==> config.mk <==
export PLATFORM = sky130hd
export DESIGN_NAME = pc_sequencer
export DESIGN_NICKNAME = d
export VERILOG_FILES = /design/src/rtl/pc_seq_pkg.sv /design/src/rtl/ras_stack.sv /design/src/rtl/pc_sequencer.sv
export SDC_FILE = /design/constraint.sdc
export NUM_CORES = 1
export LEC_CHECK = 0
export ABC_AREA = 1
export BUFFER_PORTS_ARGS = -buffer_cell sky130_fd_sc_hd__buf_2
export CORE_MARGIN = 4
export CORE_UTILIZATION = 40
export DETAILED_ROUTE_END_ITERATION = 10
export PLACE_DENSITY = 0.55
export SYNTH_ARGS = -nofsm -noshare
export SYNTH_HDL_FRONTEND = slang
export SYNTH_HIERARCHICAL = 1
export SYNTH_SLANG_ARGS = --single-unit
==> constraint.sdc <==
create_clock -name CLK -period 7.8 [get_ports CLK]
set_clock_uncertainty 0.15 [all_clocks]
set_input_delay 0.39 -clock CLK [delete_from_list [all_inputs] [get_ports CLK]]
set_output_delay 0.39 -clock CLK [all_outputs]
set_load 0.05 [all_outputs]
==> src/rtl/pc_seq_pkg.sv <==
// Shared constants and types for the next-PC unit.
// Holds the sequential increment and the next-PC source selector.
package pc_seq_pkg;

  localparam int unsigned PC_INC = 4;

  typedef enum logic [1:0] {
    NPC_SEQ,
    NPC_TGT,
    NPC_RAS
  } npc_sel_t;

endpackage

==> src/rtl/ras_stack.sv <==
// Circular return-address LIFO; overwrites its oldest entry when pushed while full.
// Updates on the clock edge; pop wins over push; pop when empty leaves it unchanged.
module ras_stack
  import pc_seq_pkg::*;
#(
  parameter int W     = 32,
  parameter int DEPTH = 4
) (
  input  logic         CLK,
  input  logic         RESET,
  input  logic         push,
  input  logic         pop,
  input  logic [W-1:0] push_dat,
  output logic [W-1:0] top_dat,
  output logic         empty,
  output logic         full,
  output logic         pop_empty
);

  localparam int PTR_W = $clog2(DEPTH);
  localparam int CNT_W = $clog2(DEPTH + 1);

  logic [W-1:0]     mem [DEPTH];
  logic [PTR_W-1:0] ptr;
  logic [PTR_W-1:0] ptr_inc;
  logic [PTR_W-1:0] ptr_dec;
  logic [CNT_W-1:0] cnt;

  // ptr names the next free slot, so the top of stack sits one below it
  assign ptr_inc   = (ptr == PTR_W'(DEPTH - 1)) ? '0 : ptr + 1'b1;
  assign ptr_dec   = (ptr == '0) ? PTR_W'(DEPTH - 1) : ptr - 1'b1;
  assign top_dat   = mem[ptr_dec];
  assign empty     = (cnt == '0);
  assign full      = (cnt == CNT_W'(DEPTH));
  assign pop_empty = pop & empty;

  always_ff @(posedge CLK) begin
    if (RESET) begin
      ptr <= '0;
      cnt <= '0;
    end else if (pop) begin
      if (!empty) begin
        ptr <= ptr_dec;
        cnt <= cnt - 1'b1;
      end
    end else if (push) begin
      ptr <= ptr_inc;
      if (!full) cnt <= cnt + 1'b1;
    end
  end

  always_ff @(posedge CLK) begin
    if (!RESET && push && !pop) mem[ptr] <= push_dat;
  end

endmodule

==> src/rtl/pc_sequencer.sv <==
// Next-PC unit: target adder, flow-control priority select, PC register and return stack.
// Controls in cycle n set PC in cycle n+1; STALL freezes PC and stack state.
module pc_sequencer
  import pc_seq_pkg::*;
#(
  parameter int                ADDR_W    = 32,
  parameter int                OFFS_W    = 8,
  parameter int                RAS_DEPTH = 4,
  parameter logic [ADDR_W-1:0] RESET_PC  = '0
) (
  input  logic              CLK,
  input  logic              RESET,
  input  logic              STALL,
  input  logic              JUMP,
  input  logic              BRANCH,
  input  logic              BNE,
  input  logic              ZERO,
  input  logic              CALL,
  input  logic              RET,
  input  logic [OFFS_W-1:0] OFFSET,
  output logic [ADDR_W-1:0] PC,
  output logic [ADDR_W-1:0] PC_SEQ,
  output logic              TAKEN,
  output logic              RAS_EMPTY,
  output logic              RAS_FULL,
  output logic              RAS_UNF,
  output logic              RAS_OVF
);

  logic [ADDR_W-1:0] offs_ext;
  logic [ADDR_W-1:0] target;
  logic [ADDR_W-1:0] npc;
  logic [ADDR_W-1:0] ras_top;
  npc_sel_t          sel;
  logic              push_req;
  logic              ras_push;
  logic              ras_pop;
  logic              ras_empty;
  logic              ras_full;
  logic              ras_pop_empty;

  assign offs_ext = {{(ADDR_W - OFFS_W){OFFSET[OFFS_W-1]}}, OFFSET};
  assign PC_SEQ   = PC + ADDR_W'(PC_INC);
  assign target   = PC_SEQ + (offs_ext << 2);

  always_comb begin
    sel      = NPC_SEQ;
    push_req = 1'b0;
    if (RET) begin
      if (!ras_empty) sel = NPC_RAS;
    end else if (CALL) begin
      sel      = NPC_TGT;
      push_req = 1'b1;
    end else if (JUMP || (BRANCH && (ZERO != BNE))) begin
      sel = NPC_TGT;
    end
  end

  always_comb begin
    case (sel)
      NPC_TGT: npc = target;
      NPC_RAS: npc = ras_top;
      default: npc = PC_SEQ;
    endcase
  end

  assign TAKEN    = (sel != NPC_SEQ);
  assign ras_push = push_req & ~STALL;
  assign ras_pop  = RET & ~STALL;

  ras_stack #(
    .W     (ADDR_W),
    .DEPTH (RAS_DEPTH)
  ) u_ras (
    .CLK       (CLK),
    .RESET     (RESET),
    .push      (ras_push),
    .pop       (ras_pop),
    .push_dat  (PC_SEQ),
    .top_dat   (ras_top),
    .empty     (ras_empty),
    .full      (ras_full),
    .pop_empty (ras_pop_empty)
  );

  assign RAS_EMPTY = ras_empty;
  assign RAS_FULL  = ras_full;

  always_ff @(posedge CLK) begin
    if (RESET) begin
      PC      <= RESET_PC;
      RAS_UNF <= 1'b0;
      RAS_OVF <= 1'b0;
    end else begin
      if (!STALL) PC <= npc;
      RAS_UNF <= ras_pop_empty;
      RAS_OVF <= ras_push & ras_full;
    end
  end

endmodule

======== Yosys cells after proc, flatten, opt, wreduce, memory -nomap -nowiden ========
Memory sizes are Yosys's and may differ from the RTL's.
Index checks and enable logic that the tools add are counted.
cells by class
  add/sub/neg operators ................... 6
  equality and inequality tests ........... 7
  muxes and demuxes ....................... 18
  bitwise operators ....................... 5
  reductions and logical operators ........ 12
operators with widths
  operator                 number
  $pmux W32 S2             1
  $add A32 B3 Y32 const B  1
  $add A32 B32 Y32         1
  $mux W2                  7
  $mux W3                  4
  $mux W1                  6
  $and A1 B1 Y1            4
  $eq A2 B2 Y1 const B     2
  $reduce_bool A2 Y1       2
  $add A3 B1 Y3 const B    1
  $eq A3 B3 Y1 const B     1
  $logic_and A1 B1 Y1      3
  $logic_not A3 Y1         1
  $reduce_and A3 Y1        1
  $sub A3 B1 Y3 const B    1
  $add A2 B1 Y2 const B    1
  $eq A2 B1 Y1 const B     1
  $logic_not A1 Y1         2
  $logic_not A2 Y1         1
  $ne A2 B1 Y1 const B     1
  $ne A2 B2 Y1 const B     1
  $reduce_and A2 Y1        1
  $sub A2 B1 Y2 const B    1
  $logic_or A1 B1 Y1       1
  2 further kinds          2
storage, ports and cells
  flip-flop bits (word level) ............. 39
  bits in writable memories ............... 128
  input bits .............................. 17
  output and inout bits ................... 69
  memories kept ........................... 1
memory list
  name       depth  bits a word  rd ports  clocked after Yosys merged registers in  wr ports  line             text
  u_ras.mem  4      32           1         0                                        1         ras_stack.sv:23  logic [W-1:0] mem [DEPTH];

======== Longest topological paths before layout ========
Gate-level depths: netlist of run 1.
  depth after elaboration ................. 8
  mapped depth ............................ 26
  depth with buffers taken out ............ 26

======== Cells and area by module ========
The synthesis of run 1 kept the hierarchy.
by module, submodules not included
  module        times used  cells each  area an instance (µm²)  seq. area each (µm²)
  ras_stack     1           375         5205.0                  3943.8
  pc_sequencer  1           879         4768.3                  680.7

======== Worst setup path before layout of run 1 ========
OpenSTA, ideal clock, no wires.
  path kind ............................... flip-flop to flip-flop
  from .................................... register PC[3]
  to ...................................... register PC[23]
  library setup time ...................... 70 ps
  data arrival time ....................... 3984 ps
  data required time ...................... 7580 ps
  setup slack ............................. 3596 ps
  cell stages (with the launch flop) ...... 23
  period minus slack after synthesis ...... 4204 ps
  path through ............................ dfxtp_1 -> ha_1 -> nand2_1 -> inv_2 -> nand2_2 -> nor2_4 -> nand2_2 -> nor3b_2 -> xor2_1 -> ha_1 -> nand2_1 -> inv_1 -> nand2_1 -> nand2_1 -> a21oi_1 -> nand2_1 -> nand2_1 -> nand2_1 -> nand2_1 -> nand3_1 -> nand2_1 -> o21ai_0 -> a21oi_1
between the ends
  word-level cells in the longest chain between the ends .. 3
ends and longest elaborated chain
  what                    line                text
  from (decl)             pc_sequencer.sv:21  output logic [ADDR_W-1:0] PC,
  from (signal assigned)  pc_sequencer.sv:95  if (!STALL) PC <= npc;
  $add A32 B3 Y32         pc_sequencer.sv:43  assign PC_SEQ = PC + ADDR_W'(PC_INC);
  via PC_SEQ[14]          pc_sequencer.sv:22  output logic [ADDR_W-1:0] PC_SEQ,
  $add A32 B32 Y32        pc_sequencer.sv:44  assign target = PC_SEQ + (offs_ext << 2);
  $pmux W32 S2            pc_sequencer.sv:60  case (sel)
The timed path passes the listed nets, and every way through them passes these cells.
A chain may end at the register's enable or synchronous reset.

======== Final worst setup path of run 1 ========
  from .................................... register PC[2]
  to ...................................... register PC[23]
between the ends
  word-level cells in the longest chain between the ends .. 3
ends and longest elaborated chain
  what                 line
  $add A32 B3 Y32 (*)  pc_sequencer.sv:43
  $add A32 B32 Y32     pc_sequencer.sv:44
  $pmux W32 S2 (*)     pc_sequencer.sv:60
Mark *: on every way between the ends. The rest lies on a longest branch, timed or not.

==> flow_summary_export.csv, run 1 <==
group,metric,value,unit
status,status,"finished, final reports clean",
clocking,h-tree-depth,4,
die,coreArea,24400,um2
drt,avgRoutedWirePerCell,18.3,um
synthesis,synth_flop_cell,"edfxtp_1",
placed_design,place.gp.congestion,0.950,
sta,fin_crit,3.86,ns
die,dieArea,27500,um2
sta,slew_violations,0,
clocking,clockBufferDepth,2,
drt,first_pass_iters,5,
power,power_frac_clock,33.3,%
synthesis,yosys.area.top_type,"edfxtp_1",
global_route,grt_pass1_wl,47.7,mm
setup_path,path_buf_inv,2,
power,irDropWorstVdd,0.163,mV
setup_path,crit_type,"reg -> reg",
die,die_y,166,um
setup_path,crit_required,8.02,ns
hold_path,hp-class,"in -> reg",
sta,setup_viol,0,
drt,drc,0,
setup_path,cp.arrival,4.08,ns
clocking,cts_tree,"yes",
power,p_int,1.67,mW
hold_path,holdPathStages,2,
synthesis,synth_xor_area_share,1.93,%
setup_path,crit_top_cell,"nand2_1",
synthesis,synth_top_family_by_area,"simple AND/OR/NAND/NOR gates",
power,seqPwrFrac,39.2,%
drt,final_antenna_net_count,0,
synthesis,yosysUniqueCellTypes,44,
sta,fin_tns_setup,0,ns
cells_and_area,seqCellArea,4620,um2
global_route,grt_max_degree,67,
global_route,gr-total-overflow,0,
clocking,cts_setup_buffers,0,
power,power_switching,960,uW
placed_design,place_hpwl,21.0,mm
synthesis,synthSimpleGateAreaFrac,23.2,%
synthesis,yosysSeqAreaShare,46.4,%
setup_path,crit_family,"simple AND/OR/NAND/NOR gates",
clocking,clock-sinks,167,
setup_path,ff2ff_path_depth,22,
sta,hold_viol_final,0,
die,rows,57,
drt,drt_wl_total,30.5,mm
global_route,grt_pass1_vias,8224,
cells_and_area,diodes,0,
synthesis,syn_avg_cell_area,7.95,um2
synthesis,postSynthRegisterBits,167,
synthesis,synth_area_leaders,"edfxtp_1 39%, nand2_1 11%, dfxtp_1 7.8%",
power,swShare,36.5,%
setup_path,end_kind,"register",
cells_and_area,n_fill_cell,2495,
synthesis,synthAdderAreaFrac,5.67,%
clocking,clk_pin_slew,0.07,ns
synthesis,synth_common_cells,"299 x nand2_1, 156 x nor2_1, 146 x inv_1",
global_route,antenna_found_initial,0,
synthesis,synth_fp_nets,1315,
synthesis,async_flop_share,0,%
cells_and_area,final_layout_size_suffix_gt1_share,12.0,%
die,die_width,166,um
sta,timing.final.ws_setup,3.94,ns
synthesis,syn-cell-area,9970,um2
setup_path,path_depth,22,
synthesis,ys_warn_count,6,
synthesis,yosysTopAreaCellShare,38.5,%
placed_design,pre_cts_ws,3.95,ns
synthesis,synth.most_common_cell,"nand2_1",
sta,grt_setup_unrepaired,"no",
sta,fmax,0.259,GHz
sta,fin_crit_sh,49.5,%
synthesis,syn_inst,1254,
sta,maxSlewHeadroom,15.9,%
clocking,cts_root_buffer,"clkbuf_16",
global_route,grt_use_total,22.0,%
placed_design,port_buffers,85,
die,initial_core_util,40.9,%
cells_and_area,multiInputGateArea,4530,um2
power,combinationalPowerShare,27.5,%
drt,initialDrtViolationCount,751,
die,io_pins,86,
cells_and_area,nets,1387,
clocking,clk_latency,0.44,ns
synthesis,synth_compound_gate_area_share,14.3,%
setup_path,slowest_stage,"xor2_1",
sta,worst_pin_slew,1.26,ns
clocking,cts_hold_buf,0,
clocking,cts_resized,0,
cells_and_area,area.growth.synth_to_final,12.7,%
setup_path,worstPathMaxFanout,8,
job,maxCapViolCount,0,
drt,route.vias.total,8700,
setup_path,cp_cell_sequence,"ha_1 > nand2_1 > inv_2 > nand2_2 > nor2_4 > nand2_2 > nor3b_2 > xor2_1 > ha_1 > nand2_1 > inv_1 > nand2_1 > nand2_1 > a21oi_1 > nand2_1 > nand2_1 > nand2_1 > nand2_1 > nand3_1 > nand2_1 > o21ai_0 > a21oi_1",
power,p_leak,4.95,nW
drt,avgViaCountPerCell,5.23,
power,power-per-cell-area,234,nW/um2
setup_path,critPathMaxStageDelay,0.67,ns
clocking,cts_buffers,17,
synthesis,muxShareOfSynthArea,0,%
setup_path,crit_path_start_kind,"register",
synthesis,synth-edff-count,128,
worst reg2reg max path, cell delays in order, from the launching register on:
cell,delay (ns)
dfxtp_1,0.38
ha_1,0.23
nand2_1,0.10
inv_2,0.08
nand2_2,0.07
nor2_4,0.10
nand2_2,0.09
nor3b_2,0.25
xor2_1,0.67
ha_1,0.41
nand2_1,0.13
inv_1,0.05
nand2_1,0.07
nand2_1,0.09
a21oi_1,0.12
nand2_1,0.18
nand2_1,0.14
nand2_1,0.07
nand2_1,0.06
nand3_1,0.06
nand2_1,0.09
o21ai_0,0.08
a21oi_1,0.14
sequential cells by signal, indices dropped and copies added (netlist names):
name and flops:
u_ras/mem 128, PC 32, u_ras/cnt 3, u_ras/ptr 2
RAS_OVF 1, RAS_UNF 1
area by class of cell:
type | count | share of cell area (%)
Multi-Input combinational cell | 890 | 40.3
Clock buffer | 18 | 3.82
Inverter | 155 | 5.20
Clock inverter | 14 | 1.50
Tap cell | 324 | 3.61
Sequential cell | 167 | 41.1
Timing Repair Buffer | 95 | 4.45
cells by family after synthesis:
group           after synthesis
flops                       167
compound gates              268
buf+inv                     197
xor+xnor                     22
fa+ha+maj                    44
simple gates                556
layer usage:
metal  share of wire (%)  vias up  GRT usage (%)
li1                    -     4314              -
met1                  45     4099           29.8
met2                  47      237           36.1
met3                 5.1       50           3.33
met4                 2.9        0           7.78
met5                   0        -              0
path summary, 6_finish.rpt:
| kind | start | endpoint | slack, ns |
|---|---|---|---|
| max | PC[2]$_SDFFE_PP0N_ | PC[23]$_SDFFE_PP0N_ | 3.94 |
| min | RESET | RAS_UNF$_SDFF_PP0_ | 0.09 |
| max reg2reg | PC[2]$_SDFFE_PP0N_ | PC[23]$_SDFFE_PP0N_ | 3.94 |
| min reg2reg | u_ras/cnt[1]$_SDFFE_PP0P_ | u_ras/cnt[1]$_SDFFE_PP0P_ | 0.34 |
through the flow:
stage | utilization, % | area (um2) | std cells | total power [mW] | hold WS (ns)
after detailed placement | 43.6 | 10600 | 1631 | 1.76 | 0.337
after global placement | 43.6 | 10600 | 1631 | 1.76 | 0.333
after floorplan | - | 9970 | 1254 | 1.57 | 0.300
after global routing | 46.1 | 11200 | 1663 | 2.76 | 0.0786
after CTS | 46.1 | 11200 | 1663 | 2.63 | 0.0758
final | 46.1 | 11200 | 1663 | 2.63 | 0.0907
cells in the final DEF (no fill, tap or decap), types with 3 or more instances in the layout:
master | Yosys | final
buf_4 | 2 | 10
nor2_4 | 4 | 8
inv_6 | 0 | 3
a21oi_1 | 90 | 90
clkinv_1 | 1 | 3
xnor2_1 | 5 | 5
nand3_1 | 50 | 50
clkbuf_16 | 0 | 17
nor2_1 | 156 | 152
clkinvlp_4 | 0 | 3
o21ai_1 | 24 | 24
a21o_1 | 4 | 4
nor4_1 | 5 | 5
o21ai_0 | 105 | 105
nand4_1 | 10 | 10
o21bai_1 | 5 | 5
inv_1 | 146 | 145
dfxtp_1 | 39 | 39
nand2_2 | 8 | 8
o22ai_1 | 34 | 34
ha_1 | 42 | 42
inv_2 | 7 | 7
buf_2 | 6 | 85
edfxtp_1 | 128 | 128
xor2_1 | 17 | 17
nor3_1 | 10 | 10
nand2_1 | 299 | 299
power groups by stage:
| stage | Combinational, mW | Sequential [mW] | Clock [mW] |
|---|---|---|---|
| floorplan | 0.473 | 1.10 | 0 |
| global placement | 0.714 | 1.05 | 0 |
| detailed placement | 0.715 | 1.05 | 0 |
| CTS | 0.719 | 1.03 | 0.885 |
| global route | 0.796 | 1.03 | 0.929 |
| finish | 0.723 | 1.03 | 0.876 |
Power figures use the tool's default switching activity.
==> inputs of run 2 (changes only) <==
PLACE_DENSITY = 0.57   (was 0.55)
clock period = 3.5 ns   (was 7.8 ns; I/O delays follow)
==> run 2 against run 1 <==
Effect of this change:
- worst setup slack got worse by 3.8 ns
- clock-buffer cell count decreased by 1
- sequential share of layout area decreased by 2.3 points
- cell area increased by 6.2%
- combinational power increased by 140%
- final cell count increased by 3.1%
- critical path type unchanged
- critical endpoint is now PC[22]$_SDFFE_PP0N_
==> flow_summary_export.csv, run 2 (synthesis results as in run 1) <==
group,metric,value,unit
status,status,"finished, final reports clean",
setup_path,critPathMaxStageDelay,0.35,ns
drt,avgRoutedWirePerCell,18.2,um
clocking,cts_buffers,17,
global_route,grt_pass1_wl,48.9,mm
drt,m1WireLength,14.5,mm
clocking,cts_root_buffer,"clkbuf_16",
setup_path,cp_cell_sequence,"ha_2 > nand2_1 > inv_2 > nand2_2 > nor2_4 > nand2_4 > nor3b_4 > nand2_1 > xor2_2 > inv_2 > ha_4 > nand2_1 > nor2_2 > inv_1 > nor2_2 > nand2_1 > nand3_4 > nor2_1 > o21ai_0 > nand2_1 > a21oi_1",
sta,fin_crit_sh,96.2,%
sta,hold_viol_final,0,
die,die_y,166,um
cells_and_area,final_cell_mix,"295 x nand2_1, 142 x inv_1, 141 x nor2_1, 128 x edfxtp_1, 102 x o21ai_0",
clocking,clk_latency,0.43,ns
setup_path,worstPathMaxFanout,5,
cells_and_area,area.growth.synth_to_final,19.7,%
sta,maxSlewHeadroom,23.2,%
cells_and_area,post-route-util,48.9,%
cells_and_area,reg.largest.list,"u_ras/mem: 128 flops, PC: 32 flops, u_ras/cnt: 3 flops",
drt,first_pass_iters,6,
placed_design,place.gp.congestion,0.950,
global_route,grt_max_degree,62,
setup_path,path_buf_inv,3,
drt,top_layer,"met4",
die,rows,57,
setup_path,slowest_stage,"dfxtp_2",
cells_and_area,largest_reg_flops,128,
job,maxCapViolCount,0,
global_route,antenna_found_initial,0,
hold_path,hp-class,"in -> reg",
setup_path,crit_top_cell,"nand2_1",
power,power-per-cell-area,497,nW/um2
sta,fin_crit,3.37,ns
placed_design,place_hpwl,22.8,mm
sta,grt_setup_unrepaired,"yes",
setup_path,crit_path_start_kind,"register",
power,p_leak,5.27,nW
die,die_width,166,um
sta,setup_viol,0,
drt,drt_wl_total,31.1,mm
sta,slew_violations,0,
global_route,gr-total-overflow,0,
clocking,h-tree-depth,4,
setup_path,end_kind,"register",
cells_and_area,nets,1439,
setup_path,crit_required,3.72,ns
sta,fmax,0.297,GHz
cells_and_area,diodes,0,
placed_design,port_buffers,85,
drt,route.vias.total,8936,
clocking,clockBufferDepth,2,
global_route,grt_pass1_vias,8581,
die,io_pins,86,
power,irDropWorstVdd,0.237,mV
global_route,grt_use_total,22.5,%
setup_path,crit_family,"simple AND/OR/NAND/NOR gates",
clocking,cts_tree,"yes",
sta,worst_pin_slew,1.15,ns
drt,drc,0,
sta,fin_tns_setup,0,ns
die,dieArea,27500,um2
die,initial_core_util,40.9,%
drt,initialDrtViolationCount,743,
drt,avgViaCountPerCell,5.21,
drt,met2_length,14.6,mm
setup_path,crit_type,"reg -> reg",
clocking,clk_pin_slew,0.07,ns
cells_and_area,top_register,"u_ras/mem",
cells_and_area,mostFrequentLayoutCell,"nand2_1",
drt,final_antenna_net_count,0,
clocking,clock-sinks,167,
setup_path,cp.arrival,3.59,ns
cells_and_area,final_layout_size_suffix_gt1_share,19.0,%
drt,wl_met3,1.47,mm
die,coreArea,24400,um2
run 2: power breakdown:
group	internal [mW]	switching, mW	total, mW
logic	0.509	1.24	1.75
registers	2.22	0.0677	2.28
clock network	1.01	0.894	1.90
run 2: metrics by stage:
step                      instance area (um2)  hold slack (ns)  power [mW]  cells  worst slack [ns]
after CTS                               11800            0.189        5.92   1714            0.0489
after global placement                  11100            0.302        4.02   1677           -0.0736
final                                   11900            0.205        5.94   1715             0.132
after floorplan                         10100           0.0941        3.51   1254           0.00611
after detailed placement                11100            0.307        4.02   1677           -0.0627
after global routing                    11900            0.269        6.22   1715           -0.0630
run 2: layout make-up:
class	instances	area (um2)
clock buffer	17	425
clock inverter	15	163
fill	2441	12500
inverter	155	584
multi-input combinational	890	4800
sequential	167	4640
tap	324	405
timing repair buffer	147	926
run 2: repair_timing:
action | CTS | global route
endpoints found under the hold margin | 6 | 0
pin swaps | 1 | 5
gates resized for setup | 5 | 43
endpoints found under the setup margin | 4 | 18
setup buffers | 1 | 1
hold buffers | 4 | 0
run 2: worst min-delay path: stages:
cell	delay, ns
buf_2	0.09
ha_1	0.20
a21oi_1	0.08
o22ai_1	0.11
a21oi_1	0.08
run 2: worst paths after layout:
check,start,end,slack (ns),depth (start not counted)
worst min-delay path,OFFSET[3],PC[5]$_SDFFE_PP0N_,0.21,5
worst max-delay path,PC[2]$_SDFFE_PP0N_,PC[22]$_SDFFE_PP0N_,0.13,21
worst max register to register,PC[2]$_SDFFE_PP0N_,PC[22]$_SDFFE_PP0N_,0.13,21
worst min register to register,u_ras/cnt[1]$_SDFFE_PP0P_,u_ras/cnt[1]$_SDFFE_PP0P_,0.35,2
run 2: per-layer routing:
layer / vias to the layer above / track usage, %
met2: 269 / 37.2
met4: 0 / 5.99
met3: 39 / 2.95
met5: - / 0
met1: 4202 / 31.2
li1: 4426 / -
